## config.mk

```make
export PLATFORM = sky130hd
export DESIGN_NAME = uart_tx_ctrl
export DESIGN_NICKNAME = d
export VERILOG_FILES = /design/src/rtl/uart_pkg.sv /design/src/rtl/uart_baud_cnt.sv /design/src/rtl/uart_tx_ctrl.sv
export SDC_FILE = /design/constraint.sdc
export NUM_CORES = 1
export LEC_CHECK = 0
export CAP_MARGIN = 5
export CORE_AREA = 10 10 65 120
export DETAILED_ROUTE_END_ITERATION = 8
export DIE_AREA = 0 0 75 130
export DONT_BUFFER_PORTS = 1
export GPL_TIMING_DRIVEN = 0
export PLACE_DENSITY = 0.54
export SLEW_MARGIN = 20
export SYNTH_ARGS = -nofsm -noshare
export SYNTH_HDL_FRONTEND = slang
export SYNTH_SLANG_ARGS = --single-unit
```

## constraint.sdc

```tcl
create_clock -name sys_clk -period 2.4 [get_ports sys_clk]
set_input_delay 0.36 -clock sys_clk [delete_from_list [all_inputs] [get_ports sys_clk]]
set_output_delay 0.36 -clock sys_clk [all_outputs]
set_load 0.02 [all_outputs]
```

## src/rtl/uart_pkg.sv

```systemverilog
// Shared UART definitions: parity selectors, transmit FSM states and baud-divisor helper.
package uart_pkg;

  localparam int unsigned PARITY_NONE  = 0;
  localparam int unsigned PARITY_EVEN  = 1;
  localparam int unsigned PARITY_ODD   = 2;
  localparam int unsigned PARITY_MARK0 = 3;
  localparam int unsigned PARITY_MARK1 = 4;

  typedef enum logic [2:0] {
    IDLE,
    START,
    DATA,
    PARITY,
    STOP,
    BREAK
  } tx_state_t;

  // Clock cycles per serial bit; truncating division
  function automatic int unsigned clks_per_bit(input int unsigned clk_freq,
                                               input int unsigned baud);
    return clk_freq / baud;
  endfunction

endpackage

```

## src/rtl/uart_baud_cnt.sv

```systemverilog
// Bit-period counter: free-runs 0..CLKS_PER_BIT-1 while enabled, clear forces 0,
// bit_end is high during the final cycle of each bit period. Shared by TX and RX.
module uart_baud_cnt #(
  parameter int unsigned CLKS_PER_BIT = 16,
  parameter int unsigned CNT_W        = 4
) (
  input  logic             clk,
  input  logic             rst,
  input  logic             clear,
  input  logic             enable,
  output logic [CNT_W-1:0] cnt,
  output logic             bit_end
);

  localparam logic [CNT_W-1:0] LAST = CNT_W'(CLKS_PER_BIT - 1);

  logic [CNT_W-1:0] cnt_next;

  always_comb begin
    cnt_next = cnt;
    if (clear) begin
      cnt_next = '0;
    end else if (enable) begin
      cnt_next = (cnt == LAST) ? '0 : cnt + CNT_W'(1);
    end
  end

  // bit_end registered from the next count so it coincides with cnt == LAST
  always_ff @(posedge clk or posedge rst) begin
    if (rst) begin
      cnt     <= '0;
      bit_end <= 1'b0;
    end else begin
      cnt     <= cnt_next;
      bit_end <= (cnt_next == LAST);
    end
  end

endmodule

```

## src/rtl/uart_tx_ctrl.sv

```systemverilog
// UART transmit frame sequencer: start, LSB-first data, optional parity, stop bit(s).
// Define UART_TX_BREAK_EN to add the break_req input and the BREAK line condition.
module uart_tx_ctrl
  import uart_pkg::*;
#(
  parameter int unsigned CLK_FREQ    = 50_000_000,
  parameter int unsigned BAUD_RATE   = 115_200,
  parameter int unsigned DATA_WIDTH  = 8,
  parameter int unsigned PARITY_TYPE = 1,
  parameter int unsigned STOP_BITS   = 1
) (
  input  logic                  sys_clk,
  input  logic                  sys_rst,
  input  logic [DATA_WIDTH-1:0] tx_data,
  input  logic                  tx_valid,
`ifdef UART_TX_BREAK_EN
  input  logic                  break_req,
`endif
  output logic                  tx_ready,
  output logic                  tx,
  output logic                  tx_busy,
  output logic                  tx_done
);

  localparam int unsigned CPB        = clks_per_bit(CLK_FREQ, BAUD_RATE);
  localparam int unsigned CW         = (CPB > 1) ? $clog2(CPB) : 1;
  localparam int unsigned BW         = $clog2(DATA_WIDTH) + 1;
  localparam bit          HAS_PAR    = (PARITY_TYPE != PARITY_NONE);
  localparam int unsigned FRAME_BITS = 1 + DATA_WIDTH + (HAS_PAR ? 1 : 0) + STOP_BITS;

  if (PARITY_TYPE > PARITY_MARK1) begin : g_bad_parity
    $error("uart_tx_ctrl: PARITY_TYPE %0d is not in 0..4", PARITY_TYPE);
  end
  if (CPB < 2) begin : g_bad_baud
    $error("uart_tx_ctrl: CLKS_PER_BIT %0d must be at least 2", CPB);
  end
  if (DATA_WIDTH < 5 || DATA_WIDTH > 9) begin : g_bad_width
    $error("uart_tx_ctrl: DATA_WIDTH %0d is not in 5..9", DATA_WIDTH);
  end
  if (STOP_BITS < 1 || STOP_BITS > 2) begin : g_bad_stop
    $error("uart_tx_ctrl: STOP_BITS %0d is not 1 or 2", STOP_BITS);
  end

  tx_state_t             state, state_next;
  logic [DATA_WIDTH-1:0] shreg, shreg_next;
  logic                  par_bit, par_next;
  logic [BW-1:0]         bit_cnt, bit_cnt_next;
  logic                  tx_next;
  logic                  done_next;
  logic                  last_stop;
  logic [CW-1:0]         baud_cnt;
  logic                  bit_end;
`ifdef UART_TX_BREAK_EN
  logic                  in_break, in_break_next;
`endif

  function automatic logic calc_parity(input logic [DATA_WIDTH-1:0] d);
    case (PARITY_TYPE)
      PARITY_EVEN:  return ^d;
      PARITY_ODD:   return ~^d;
      PARITY_MARK1: return 1'b1;
      default:      return 1'b0;
    endcase
  endfunction

  uart_baud_cnt #(
    .CLKS_PER_BIT(CPB),
    .CNT_W       (CW)
  ) u_baud (
    .clk    (sys_clk),
    .rst    (sys_rst),
    .clear  (state == IDLE),
    .enable (state != IDLE),
    .cnt    (baud_cnt),
    .bit_end(bit_end)
  );

  assign tx_ready  = (state == IDLE) && !sys_rst;
  assign last_stop = (bit_cnt == BW'(STOP_BITS - 1));

  // Next state plus next line level; tx is registered from tx_next
  always_comb begin
    state_next   = state;
    shreg_next   = shreg;
    par_next     = par_bit;
    bit_cnt_next = bit_cnt;
    tx_next      = 1'b1;
    done_next    = 1'b0;
`ifdef UART_TX_BREAK_EN
    in_break_next = in_break;
`endif
    case (state)
      IDLE: begin
        bit_cnt_next = '0;
`ifdef UART_TX_BREAK_EN
        in_break_next = 1'b0;
        if (break_req) begin
          state_next    = BREAK;
          in_break_next = 1'b1;
          tx_next       = 1'b0;
        end else
`endif
        if (tx_valid) begin
          state_next = START;
          shreg_next = tx_data;
          par_next   = calc_parity(tx_data);
          tx_next    = 1'b0;
        end
      end
      START: begin
        tx_next = 1'b0;
        if (bit_end) begin
          state_next = DATA;
          tx_next    = shreg[0];
        end
      end
      DATA: begin
        tx_next = shreg[0];
        if (bit_end) begin
          if (bit_cnt == BW'(DATA_WIDTH - 1)) begin
            bit_cnt_next = '0;
            if (HAS_PAR) begin
              state_next = PARITY;
              tx_next    = par_bit;
            end else begin
              state_next = STOP;
              tx_next    = 1'b1;
            end
          end else begin
            bit_cnt_next = bit_cnt + BW'(1);
            shreg_next   = {1'b0, shreg[DATA_WIDTH-1:1]};
            tx_next      = shreg[1];
          end
        end
      end
      PARITY: begin
        tx_next = par_bit;
        if (bit_end) begin
          state_next = STOP;
          tx_next    = 1'b1;
        end
      end
      STOP: begin
        tx_next   = 1'b1;
        // Raised one cycle early so the registered pulse lands on the final stop cycle
        done_next = last_stop && (baud_cnt == CW'(CPB - 2));
`ifdef UART_TX_BREAK_EN
        if (in_break) done_next = 1'b0;
`endif
        if (bit_end) begin
          if (last_stop) begin
            state_next   = IDLE;
            bit_cnt_next = '0;
          end else begin
            bit_cnt_next = bit_cnt + BW'(1);
          end
        end
      end
`ifdef UART_TX_BREAK_EN
      BREAK: begin
        tx_next = 1'b0;
        // Hold low for at least one frame time, then until break_req drops at a bit boundary
        if (bit_end) begin
          if (bit_cnt == BW'(FRAME_BITS - 1)) begin
            if (!break_req) begin
              state_next   = STOP;
              bit_cnt_next = '0;
              tx_next      = 1'b1;
            end
          end else begin
            bit_cnt_next = bit_cnt + BW'(1);
          end
        end
      end
`endif
      default: begin
        state_next = IDLE;
      end
    endcase
  end

  always_ff @(posedge sys_clk or posedge sys_rst) begin
    if (sys_rst) begin
      state   <= IDLE;
      shreg   <= '0;
      par_bit <= 1'b0;
      bit_cnt <= '0;
      tx      <= 1'b1;
      tx_busy <= 1'b0;
      tx_done <= 1'b0;
    end else begin
      state   <= state_next;
      shreg   <= shreg_next;
      par_bit <= par_next;
      bit_cnt <= bit_cnt_next;
      tx      <= tx_next;
      tx_busy <= (state_next != IDLE);
      tx_done <= done_next;
    end
  end

`ifdef UART_TX_BREAK_EN
  always_ff @(posedge sys_clk or posedge sys_rst) begin
    if (sys_rst) begin
      in_break <= 1'b0;
    end else begin
      in_break <= in_break_next;
    end
  end
`endif

endmodule

```

==> results of run 1 <==
## worst paths after layout
path	startpoint	slack, ps	endpoint
worst max-delay path	bit_cnt[0]	480	bit_cnt[3]
worst min-delay path	sys_rst	60	bit_cnt[3]
worst max register to register	bit_cnt[0]	480	bit_cnt[3]
worst min register to register	shreg[2]	480	shreg[2]
max in group asynchronous	sys_rst	1910	u_baud.cnt[4]
min in group sys_clk	tx_data[1]	270	shreg[1]
## final cells by class
type                       count  area (um2)  share of cell area
multi-input combinational    128         897               0.462
sequential                    29         727               0.375
clock buffer                   8         146              0.0754
tap                           63        78.8              0.0406
buffer                         7        53.8              0.0277
inverter                      10        37.5              0.0193
## worst max-delay path: stages (launching register included)
cell	delay (ps)
dfrtp_1	390
inv_1	90
ha_1	140
nor3b_1	510
o2bb2ai_2	150
a211o_1	310
a22o_1	220
## cell families (layout without fill, tap and decap cells)
family                   after synthesis  count (layout)  share of synthesized area
buffers and inverters                 17              25                     0.0532
adder cells (fa/ha/maj)                6               6                     0.0430
AO/OA/AOI/OAI                         36              36                      0.150
multiplexers                           8               8                     0.0474
flip-flops                            29              29                      0.424
AND/OR/NAND/NOR                       65              65                      0.216
XOR/XNOR                              13              13                     0.0664
## metal layers
| layer | vias up | wire, um | track usage |
|---|---|---|---|
| met3 | 7 | 120 | 0.0221 |
| met1 | 624 | 1170 | 0.0687 |
| li1 | 628 | - | - |
| met5 | - | 0 | 0 |
| met2 | 14 | 2440 | 0.182 |
| met4 | 0 | 136 | 0.0706 |
## power groups by stage
stage                     logic [mW]  clock network (mW)  registers, mW
after CTS                      0.260               0.646          0.662
after global routing           0.290               0.661          0.680
after detailed placement       0.256                   0          0.669
final                          0.256               0.624          0.662
after floorplan                0.212                   0          0.642
after global placement         0.254                   0          0.666
## through the flow
stage	cell area (um2)	power (mW)	std cells	utilization	setup slack, ps
2_1_floorplan	1720	0.854	174	-	725
3_3_place_gp	1790	0.920	237	0.301	448
3_5_place_dp	1790	0.926	237	0.301	442
4_1_cts	1940	1.57	245	0.326	435
5_1_grt	1940	1.63	245	0.326	311
6_report	1940	1.54	245	0.326	479
## cell usage in the layout, fill, tap and decap left out, types with 4 or more instances in the layout
master / n
clkbuf_1: 4
xnor2_1: 8
mux2i_1: 7
nand2_1: 15
xor2_1: 5
o22ai_1: 4
dfrtp_1: 28
ha_1: 5
o21ai_1: 9
nand3_1: 6
o21ai_0: 4
inv_1: 8
nor2_1: 16
clkbuf_16: 5
## registers in the layout, indices dropped and copies added, names as in the netlist
register and cells:
tx_busy 1, bit_cnt 4, state 3, u_baud.cnt 9, shreg 8, u_baud.bit_end 1, par_bit 1, tx_done 1
tx 1
==> reports/qor.txt, run 1 <==
Status = completed
Power Density = 794 nW/um2
Fin nets = 197
N_diodes = 0
Clk sinks = 29
Initial core utilization = 0.288
Syn avg cell area = 9.86 um2
Num CTS Buffers = 5
Rel. slew slack = 0.560
Maxcap violations = 0
CP startpoint kind = flop
Worst slew pin tran = 658 ps
Vias in the first global route = 1389
Synthesis warning total = 0
Switching power = 446 uW
Combinational power share = 0.166
Cells on worst reg2reg path = 6
Synth area leader = dfrtp_1
Fillers = 629
Distinct cells, synth = 50
# rows = 40
Setup TNS = 0 ps
Critical setup path kind = flop to flop
Asr flop ratio synth = 1.00
Cell-internal power = 1.10 mW
Worst EP arrival = 2090 ps
Vias = 1273
Chip height = 130 um
Die Span X = 75 um
Detailed-placement wirelength estimate = 3.01 mm
Number of standard cells after synthesis = 174
Sw Ratio = 0.289
H-tree levels = 2
# setup viols final = 0
Port Buffer Count = 0
Worst Path Max Fanout = 4
Most frequent cells after synthesis = 28 x dfrtp_1, 16 x nor2_1, 15 x nand2_1
Hold WS = 56.3 ps
CTS max path bufs = 2
Area of the die = 9750 um2
Syn Nets = 190
IO Pins = 15
Post-synth EDFFs = 0
Critical path capture point type = flop
CTS tree = done
Clock transition at path regs = 50 ps
Post-synth top flop = dfrtp_1
Share of layout cells above drive strength 1 = 0.126
Seq/Total Area, Yosys = 0.424
Period minus WS final = 1920 ps
First-pass iteration count of the detailed router = 4
Mapped cell area = 1720 um2
Req. time, crit path = 2570 ps
Most common cell in the synthesized netlist = dfrtp_1
Final max-slew violation count = 0
Worst min-delay path class = input pin to async pin
WL per Instance = 15.8 um
Maximum clock rate = 0.521 GHz
Hold Fails Final Rpt = 0
Unrepaired setup endpoints after global routing = no
Yosys reg bits = 29
Pleak = 0.765 nW
DR iter-0 viols = 54
Yosys top cell area share = 0.408
Gpl congestion = 0.772
Area contributors post-synth = dfrtp_1 41%, mux2i_1 4.1%, xnor2_1 4.1%
Overflow left after global routing = 0
Root Buffer = clkbuf_16
Routed Antenna Nets = 0
First-pass GRT wire length = 6.58 mm
Cts hold-fix bufs = 0
Worst vdd ir = 0.000293 V
Initial antenna violation count = 0
Fin Clk Skew = 4.78 ps
Reg power frac = 0.429
Tcrit/Tclk final = 0.800
P&R area growth vs syn = 13.1%
Largest net degree at the start of global routing = 30
Power share of the clock group = 0.405
Postcts setup bufs = 0
Core area = 5960 um2
Post_cts resized = 0
Vias per std cell = 5.20
Worst-Skew Late Latency = 280 ps
DRC viols = 0
Global-route usage over all layers = 0.0918
DRT Wirelength = 3.87 mm
Note: power is estimated with default switching activity, not from simulation.
==> inputs of run 2 (changes only) <==
==> constraint.sdc (replaced) <==
create_clock -name sys_clk -period 2 [get_ports sys_clk]
set_input_delay 0.3 -clock sys_clk [delete_from_list [all_inputs] [get_ports sys_clk]]
set_output_delay 0.3 -clock sys_clk [all_outputs]
set_load 0.02 [all_outputs]
==> reports/qor.txt, run 2 (synthesis gave the netlist of run 1 again) <==
Overflow left after global routing = 0
Tcrit/Tclk final = 0.915
Vias in the first global route = 1389
Initial core utilization = 0.288
Root Buffer = clkbuf_16
N_diodes = 0
Failing checks = negative hold slack
Die Span X = 75 um
Worst vdd ir = 0.000352 V
Core area = 5960 um2
Maxcap violations = 0
Largest net degree at the start of global routing = 30
Gpl congestion = 0.772
Vias per std cell = 5.21
Worst Path Max Fanout = 8
Rel. slew slack = 0.560
Global-route usage over all layers = 0.0918
Fin Clk Skew = 5.73 ps
Status = complete, but fails checks
H-tree levels = 2
Postcts setup bufs = 0
DRC viols = 0
Hold Fails Final Rpt = 8
Routed Antenna Nets = 0
First-pass GRT wire length = 6.58 mm
DR iter-0 viols = 55
First-pass iteration count of the detailed router = 3
Critical setup path kind = flop to primary output
Num CTS Buffers = 5
CTS tree = done
Detailed-placement wirelength estimate = 3.01 mm
Final Non-Filler Cells = 244
Setup TNS = 0 ps
Req. time, crit path = 1700 ps
Maximum clock rate = 0.546 GHz
Worst min-delay path class = input pin to async pin
Period minus WS final = 1830 ps
Final max-slew violation count = 0
Hold WS = -3.56 ps
Fin nets = 196
CTS max path bufs = 2
Critical path capture point type = primary output
Power Density = 953 nW/um2
Initial antenna violation count = 0
Commonest non-fill, non-tap cell in the layout = dfrtp_1
Port Buffer Count = 0
Worst slew pin tran = 659 ps
Unrepaired setup endpoints after global routing = no
Max FFs per register = 9
Vias = 1271
Commonest non-fill, non-tap cells in the layout = 28 x dfrtp_1, 16 x nor2_1, 15 x nand2_1
IO Pins = 15
Clk sinks = 29
CP startpoint kind = flop
Largest regs = u_baud.cnt x9, shreg x8, bit_cnt x4
Clock transition at path regs = 50 ps
# setup viols final = 0
Worst EP arrival = 1530 ps
Largest reg by FF count = u_baud.cnt
P&R area growth vs syn = 13.2%
WL per Instance = 16.0 um
Share of layout cells above drive strength 1 = 0.133
Cells on worst reg2reg path = 5
Chip height = 130 um
Pleak = 0.766 nW
Placed cell count = 237
# rows = 40
Area of the die = 9750 um2
DRT Wirelength = 3.90 mm
Worst-Skew Late Latency = 280 ps
-- run 2: routing by layer --
layer	vias up	wire, um	part of all wire	GRT usage
li1	626	-	-	-
met1	627	1190	0.31	0.0687
met2	12	2450	0.63	0.182
met3	6	121	0.031	0.0221
met4	0	138	0.035	0.0706
met5	-	0	0	0
-- run 2: path summary, 6_finish.rpt --
| kind | from | to | slack (ps) |
|---|---|---|---|
| hold reg to reg | shreg[2] | shreg[2] | 480 |
| max in group asynchronous | sys_rst | u_baud.cnt[4] | 1570 |
| min in group sys_clk | tx_data[1] | shreg[1] | 210 |
| setup / recovery | state[0] | tx_ready | 170 |
| hold / removal | sys_rst | bit_cnt[3] | -4 |
| setup reg to reg | u_baud.cnt[0] | u_baud.bit_end | 270 |
-- run 2: final cells by class --
class | count | area (um2)
fillers | 627 | 4010
clock buffers | 8 | 146
plain buffers | 6 | 50.0
flip-flops and latches | 29 | 727
multi-input cells | 128 | 902
well taps | 63 | 78.8
inverters | 10 | 37.5
-- run 2: stage by stage --
step           worst slack, ps  instance area [um2]  hold slack, ps   util  power [mW]
6_report                   170                 1940           -3.56  0.326        1.85
5_1_grt                    104                 1940            42.2  0.326        1.95
4_1_cts                   35.2                 1940            20.2  0.326        1.88
3_5_place_dp              42.3                 1790             316  0.301        1.11
3_3_place_gp              48.1                 1790             468  0.301        1.10
2_1_floorplan              325                 1720             377      -        1.02
-- run 2: timing repair --
item / CTS / global route
gates resized for setup: 0 / 1
setup endpoints to repair: 0 / 4
hold buffers: 0 / 0
-- run 2: critical path, stage by stage, from the launching register on --
cell and delay [ps]:
dfrtp_1 370, buf_6 140, or3_4 410, nor2_1 340
-- run 2: power breakdown --
group	total [mW]	leakage (nW)	switching, mW	internal [mW]
sequential	0.796	0.363	0.113	0.682
combinational	0.307	0.332	0.169	0.138
clock	0.748	0.0712	0.253	0.495
